$ cat config.mk
export PLATFORM = sky130hd
export DESIGN_NAME = io_int_controller
export DESIGN_NICKNAME = d
export VERILOG_FILES = /design/src/rtl/io_int_controller_pkg.sv /design/src/rtl/io_int_controller_irq_edge_capture.sv /design/src/rtl/io_int_controller.sv
export SDC_FILE = /design/constraint.sdc
export NUM_CORES = 1
export LEC_CHECK = 0
export CORE_MARGIN = 2
export CORE_UTILIZATION = 30
export DETAILED_ROUTE_END_ITERATION = 10
export HOLD_SLACK_MARGIN = 0.02
export PLACE_DENSITY = 0.58
export SLEW_MARGIN = 5
export SYNTH_ARGS = -nofsm -noshare
export SYNTH_HDL_FRONTEND = slang
export SYNTH_SLANG_ARGS = --single-unit
export TNS_END_PERCENT = 50
$ cat constraint.sdc
create_clock -name clk -period 4.4 [get_ports clk]
set_input_delay 0.88 -clock clk [delete_from_list [all_inputs] [get_ports clk]]
set_output_delay 0.88 -clock clk [all_outputs]
set_load 0.02 [all_outputs]
$ cat src/rtl/io_int_controller_pkg.sv
// rtl/io_int_controller_pkg.sv - shared widths and FSM encoding for the interrupt controller
package io_int_pkg;

  localparam int DATA_W = 16;
  localparam int ID_W   = 3;

  typedef enum logic [2:0] {
    S_IDLE     = 3'd0,
    S_SELECT   = 3'd1,
    S_ASSERT   = 3'd2,
    S_WAIT_ISR = 3'd3,
    S_GAP      = 3'd4
  } state_e;

endpackage

$ cat src/rtl/io_int_controller_irq_edge_capture.sv
// rtl/io_int_controller_irq_edge_capture.sv - per-source rising-edge capture with data latch and overrun flag
module irq_edge_capture
  import io_int_pkg::*;
(
  input  logic              clk,
  input  logic              reset,
  input  logic              req_i,
  input  logic              clr_i,
  input  logic [DATA_W-1:0] data_i,
  output logic              pending_o,
  output logic              overrun_o,
  output logic [DATA_W-1:0] data_o
);

  logic              prev_q;
  logic              pend_q;
  logic              ovr_q;
  logic [DATA_W-1:0] data_q;
  logic              rise;

  assign rise = req_i & ~prev_q;

  // A rise coinciding with the selection clear is a fresh request, not an overrun.
  always_ff @(posedge clk or posedge reset) begin
    if (reset) begin
      prev_q <= 1'b0;
      pend_q <= 1'b0;
      ovr_q  <= 1'b0;
      data_q <= '0;
    end else begin
      prev_q <= req_i;
      if (rise && (!pend_q || clr_i)) begin
        pend_q <= 1'b1;
        data_q <= data_i;
      end else if (clr_i) begin
        pend_q <= 1'b0;
      end
      if (clr_i) begin
        ovr_q <= 1'b0;
      end else if (rise && pend_q) begin
        ovr_q <= 1'b1;
      end
    end
  end

  assign pending_o = pend_q;
  assign overrun_o = ovr_q;
  assign data_o    = data_q;

endmodule

$ cat src/rtl/io_int_controller.sv
// rtl/io_int_controller.sv - prioritised interrupt requester driving the CPU int line and In_Port
module io_int_controller
  import io_int_pkg::*;
#(
  parameter int NUM_SRC   = 4,
  parameter int INT_PULSE = 2,
  parameter int GAP_CYC   = 1,
  parameter int TIMEOUT   = 255
) (
  input  logic                      clk,
  input  logic                      reset,
  input  logic [NUM_SRC-1:0]        irq_req,
  input  logic [NUM_SRC-1:0]        irq_mask,
  input  logic [DATA_W*NUM_SRC-1:0] src_data,
  input  logic                      rti_done,
  output logic                      int_o,
  output logic [DATA_W-1:0]         In_Port,
  output logic [ID_W-1:0]           active_id,
  output logic                      busy,
  output logic [NUM_SRC-1:0]        pending,
  output logic [NUM_SRC-1:0]        overrun,
  output logic                      timeout_err
);

  localparam int CNT_W = 16;

  state_e            state_q, state_d;
  logic [CNT_W-1:0]  cnt_q, cnt_d;
  logic              int_q, int_d;
  logic              timeout_q, timeout_d;
  logic [DATA_W-1:0] in_port_q, in_port_d;
  logic [ID_W-1:0]   active_id_q, active_id_d;

  logic [NUM_SRC-1:0] eligible;
  logic [NUM_SRC-1:0] clr;
  logic [DATA_W-1:0]  data_arr [NUM_SRC];
  logic [ID_W-1:0]    sel_id;
  logic [DATA_W-1:0]  sel_data;

  assign eligible = pending & irq_mask;

  for (genvar g = 0; g < NUM_SRC; g++) begin : g_src
    // The selected source is released on the cycle the FSM leaves SELECT.
    assign clr[g] = (state_q == S_SELECT) && (|eligible) && (sel_id == ID_W'(g));

    irq_edge_capture u_cap (
      .clk       (clk),
      .reset     (reset),
      .req_i     (irq_req[g]),
      .clr_i     (clr[g]),
      .data_i    (src_data[DATA_W*g +: DATA_W]),
      .pending_o (pending[g]),
      .overrun_o (overrun[g]),
      .data_o    (data_arr[g])
    );
  end

  // Priority encoder: lowest eligible index wins, data word muxed alongside.
  always_comb begin
    sel_id   = '0;
    sel_data = '0;
    for (int i = NUM_SRC - 1; i >= 0; i--) begin
      if (eligible[i]) begin
        sel_id   = ID_W'(i);
        sel_data = data_arr[i];
      end
    end
  end

  // Next-state and registered-output logic; SELECT re-picks so late higher-priority edges win.
  always_comb begin
    state_d     = state_q;
    cnt_d       = cnt_q;
    in_port_d   = in_port_q;
    active_id_d = active_id_q;
    timeout_d   = 1'b0;
    case (state_q)
      S_IDLE: begin
        if (|eligible) begin
          state_d     = S_SELECT;
          active_id_d = sel_id;
          in_port_d   = sel_data;
        end
      end
      S_SELECT: begin
        if (|eligible) begin
          state_d     = S_ASSERT;
          cnt_d       = '0;
          active_id_d = sel_id;
          in_port_d   = sel_data;
        end else begin
          state_d   = S_IDLE;
          in_port_d = '0;
        end
      end
      S_ASSERT: begin
        if (cnt_q == CNT_W'(INT_PULSE - 1)) begin
          state_d = S_WAIT_ISR;
          cnt_d   = '0;
        end else begin
          cnt_d = cnt_q + 1'b1;
        end
      end
      S_WAIT_ISR: begin
        if (rti_done) begin
          state_d   = S_GAP;
          cnt_d     = '0;
          in_port_d = '0;
        end else if (cnt_q == CNT_W'(TIMEOUT - 1)) begin
          state_d   = S_GAP;
          cnt_d     = '0;
          in_port_d = '0;
          timeout_d = 1'b1;
        end else begin
          cnt_d = cnt_q + 1'b1;
        end
      end
      S_GAP: begin
        if (cnt_q == CNT_W'(GAP_CYC - 1)) begin
          state_d = S_IDLE;
          cnt_d   = '0;
        end else begin
          cnt_d = cnt_q + 1'b1;
        end
      end
      default: begin
        state_d = S_IDLE;
        cnt_d   = '0;
      end
    endcase
    int_d = (state_d == S_ASSERT);
  end

  // State and output registers.
  always_ff @(posedge clk or posedge reset) begin
    if (reset) begin
      state_q     <= S_IDLE;
      cnt_q       <= '0;
      int_q       <= 1'b0;
      timeout_q   <= 1'b0;
      in_port_q   <= '0;
      active_id_q <= '0;
    end else begin
      state_q     <= state_d;
      cnt_q       <= cnt_d;
      int_q       <= int_d;
      timeout_q   <= timeout_d;
      in_port_q   <= in_port_d;
      active_id_q <= active_id_d;
    end
  end

  assign int_o       = int_q;
  assign In_Port     = in_port_q;
  assign active_id   = active_id_q;
  assign busy        = (state_q != S_IDLE);
  assign timeout_err = timeout_q;

endmodule

==> impl_metrics.sql <==
INSERT INTO impl_metrics (metric_group, metric, value, unit) VALUES
('timing', 'setup_violations', '0', ''),
('flow_run', 'drv_cap', '0', ''),
('final_layout', 'area_growth_syn_to_layout', '35.4', '%'),
('timing', 'fin_crit_sh', '71.5', '%'),
('detailed_routing', 'detailedRoute.firstIterationViolations', '165', ''),
('final_layout', 'filler_cell_count', '1622', ''),
('power', 'p_int', '0.00331', 'W'),
('power', 'net_switching_fraction_of_the_power', '32.6', '%'),
('global_route', 'grt_start_max_net_pins', '65', ''),
('critical_path', 'crit_path_max_fanout', '17', ''),
('critical_path', 'critical_path_class', 'in -> reg', ''),
('clock_network', 'tritoncts', 'yes', ''),
('clock_network', 'cts_buffers', '17', ''),
('detailed_routing', 'route.met3.wl', '846', 'µm'),
('detailed_routing', 'firstDrtPassIters', '4', ''),
('floorplan', 'floorplan.initialDensity', '30.6', '%'),
('detailed_routing', 'highest-signal-layer', 'met4', ''),
('synthesis', 'net_count_of_the_mapped_netlist', '529', ''),
('timing', 'max_freq', '0.318', 'GHz'),
('floorplan', 'placementRows', '48', ''),
('synthesis', 'netlist_top_cells_area', 'dfrtp_1 (54%), mux2_1 (11%), o21ai_0 (3.3%), nand2_1 (3.0%), a22o_1 (3.0%)', ''),
('global_route', 'grt_overflow_total', '0', ''),
('synthesis', 'synth_area_leader_cell', 'dfrtp_1', ''),
('detailed_routing', 'wire_per_inst', '17.9', 'µm'),
('critical_path', 'setup.worst_path.start_class', 'input port', ''),
('outcome', 'status', 'complete, no violations', ''),
('detailed_routing', 'num_vias', '4005', ''),
('global_route', 'antenna_found_initial', '0', ''),
('floorplan', 'die_width', '137', 'µm'),
('power', 'p_sw', '0.00160', 'W'),
('synthesis', 'ys_seq_elements', '115', ''),
('timing', 'setup_repair_after_global_routing_missed_its_margin', 'false', ''),
('timing', 'setup_total_negative_slack', '0', 'ns'),
('power', 'power_frac_clock', '32.1', '%'),
('timing', 'slew_headroom', '35.3', '%'),
('critical_path', 'timing.critical_path.required', '4.70', 'ns'),
('hold_path', 'worstHoldPathType', 'reg -> reg', ''),
('synthesis', 'synth-main-ff-cell', 'dfrtp_1', ''),
('detailed_routing', 'wirelength_met1', '6480', 'µm'),
('floorplan', 'fp.dieArea', '18700', 'µm²'),
('final_layout', 'insertedDiodeCount', '0', ''),
('global_route', 'grt_first_pass_wirelength', '22500', 'µm'),
('global_route', 'groute.usage.overall', '16.2', '%'),
('critical_path', 'worst_setup_path_end_kind', 'flip-flop', ''),
('synthesis', 'post_synth_instance_area', '5300', 'µm²'),
('power', 'pwr-share-comb', '31.9', '%'),
('detailed_routing', 'met2RoutedLength', '6630', 'µm'),
('power', 'p_leak', '2.97', 'nW'),
('power', 'p_seq_share', '36.0', '%'),
('clock_network', 'post-cts-setup-buffers', '0', ''),
('synthesis', 'yosysSeqAreaShare', '54.3', '%'),
('timing', 'slew_viol_final', '0', ''),
('clock_network', 'clock_sink_count', '115', ''),
('global_route', 'grt_pass1_vias', '4244', ''),
('timing', 'skew', '0.0129', 'ns'),
('clock_network', 'cts.hold.buffers_added', '0', ''),
('placement', 'place.gp.congestion', '0.782', ''),
('timing', 'hold_viol', '0', ''),
('detailed_routing', 'wirelength', '14100', 'µm'),
('synthesis', 'asyncSetResetFlopFracSynth', '100', '%'),
('critical_path', 'worst-r2r-setup-slack', '1.72', 'ns'),
('clock_network', 'htreeDepth', '4', ''),
('detailed_routing', 'final_antenna_net_count', '0', ''),
('clock_network', 'clk_root_buffer_cell', 'clkbuf_16', ''),
('power', 'power_density', '683', 'nW/µm²'),
('detailed_routing', 'post_drt_via_cell_ratio', '5.10', ''),
('power', 'total_power', '0.00490', 'W'),
('synthesis', 'synth_area_per_cell', '11.8', 'µm²'),
('placement', 'sum_of_net_half_perimeters_after_detailed_placement', '10100', 'µm'),
('floorplan', 'pin_count', '105', ''),
('floorplan', 'fp.dieH', '137', 'µm');
==> worst max-delay path: stages <==
cell	delay, ns
clkdlybuf4s50_1	0.49
nand2_1	0.48
and3_1	0.33
nand2_1	0.11
a21oi_2	0.75
mux2_1	0.40
==> state kept, by name (all words and copies together) (netlist names) <==
signal,cells
In_Port,16
active_id,2
cnt_q,16
g_src.u_cap.data_o,64
g_src.u_cap.overrun_o,4
g_src.u_cap.pending_o,4
g_src.u_cap.prev_q,4
int_o,1
state_q,3
timeout_err,1
==> placed cells by master, fill, tap and decap left out, types with 5 or more instances in the layout <==
cell type and instances:
clkbuf_16 17, a221oi_1 16, buf_4 7, bufinv_16 6
dfrtp_1 115, nand2_1 43, nand3_1 5, xnor2_1 6
a22o_1 18, nor2_1 15, inv_1 7, mux2_2 12
o22ai_1 6, o21ai_1 8, a31oi_1 5, clkdlybuf4s50_1 103
mux2_1 52, a21oi_1 9, o21ai_0 35
==> metal layers <==
| metal | vias to the layer above | GRT usage, % |
|---|---|---|
| met5 | - | 0 |
| met4 | 0 | 5.50 |
| met3 | 15 | 4.63 |
| met2 | 130 | 25.2 |
| met1 | 2019 | 21.6 |
| li1 | 1841 | - |
==> stage by stage <==
stage | util, % | cells | instance area, µm² | setup slack (ns)
5_1_grt | 41.5 | 786 | 7170 | 1.07
2_1_floorplan | - | 450 | 5300 | 0.476
3_3_place_gp | 37.6 | 755 | 6500 | 0.960
6_report | 41.5 | 786 | 7170 | 1.25
3_5_place_dp | 37.6 | 755 | 6500 | 0.813
4_1_cts | 41.5 | 786 | 7170 | 1.25
==> cells by family after synthesis <==
logic type | synth area share [%]
flip-flops | 54.3
AO/OA/AOI/OAI | 14.7
other | 0.0708
XOR/XNOR | 0.992
AND/OR/NAND/NOR | 11.3
multiplexers | 13.8
adder cells (fa/ha/maj) | 0.945
buffers and inverters | 3.83
==> final timing paths <==
check | from | to | cells after the start
setup / recovery | irq_mask[1] | g_src[2].u_cap.data_o[2] | 6
hold / removal | g_src[1].u_cap.data_o[8] | g_src[1].u_cap.data_o[8] | 1
setup reg to reg | state_q[2] | g_src[2].u_cap.data_o[2] | 5
hold reg to reg | g_src[1].u_cap.data_o[8] | g_src[1].u_cap.data_o[8] | 1
max in group asynchronous | reset | g_src[3].u_cap.data_o[13] | 3
min in group asynchronous | reset | g_src[0].u_cap.data_o[3] | 2
==> final cells by class <==
| class | count | area (µm²) | share of cell area [%] |
|---|---|---|---|
| clock buffer | 22 | 474 | 6.61 |
| clock inverter | 9 | 200 | 2.79 |
| inverter | 9 | 36.3 | 0.506 |
| multi-input combinational | 296 | 2220 | 31.0 |
| sequential | 115 | 2880 | 40.1 |
| tap | 225 | 282 | 3.92 |
| timing repair buffer | 110 | 1080 | 15.1 |
==> cell usage after synthesis, types with 4 or more instances <==
cell / n
buf_4: 12
nor2_1: 15
a21oi_1: 10
a31oi_1: 5
and2_1: 4
xnor2_1: 6
mux2_1: 52
nand3_1: 5
mux2_2: 12
a22o_1: 18
inv_1: 8
clkbuf_1: 13
o21ai_1: 8
o21ai_0: 35
nor3_1: 4
ha_1: 4
o22ai_1: 6
nand2_1: 43
dfrtp_1: 115
a221oi_1: 16
nand4_1: 4
==> power groups by stage <==
stage	Combinational (W)	Sequential (W)	Clock (W)
2_1_floorplan	0.00104	0.00173	0
3_3_place_gp	0.00154	0.00176	0
3_5_place_dp	0.00157	0.00178	0
4_1_cts	0.00159	0.00177	0.00160
5_1_grt	0.00172	0.00182	0.00165
6_report	0.00156	0.00177	0.00158
Note: power is estimated with default switching activity, not from simulation.
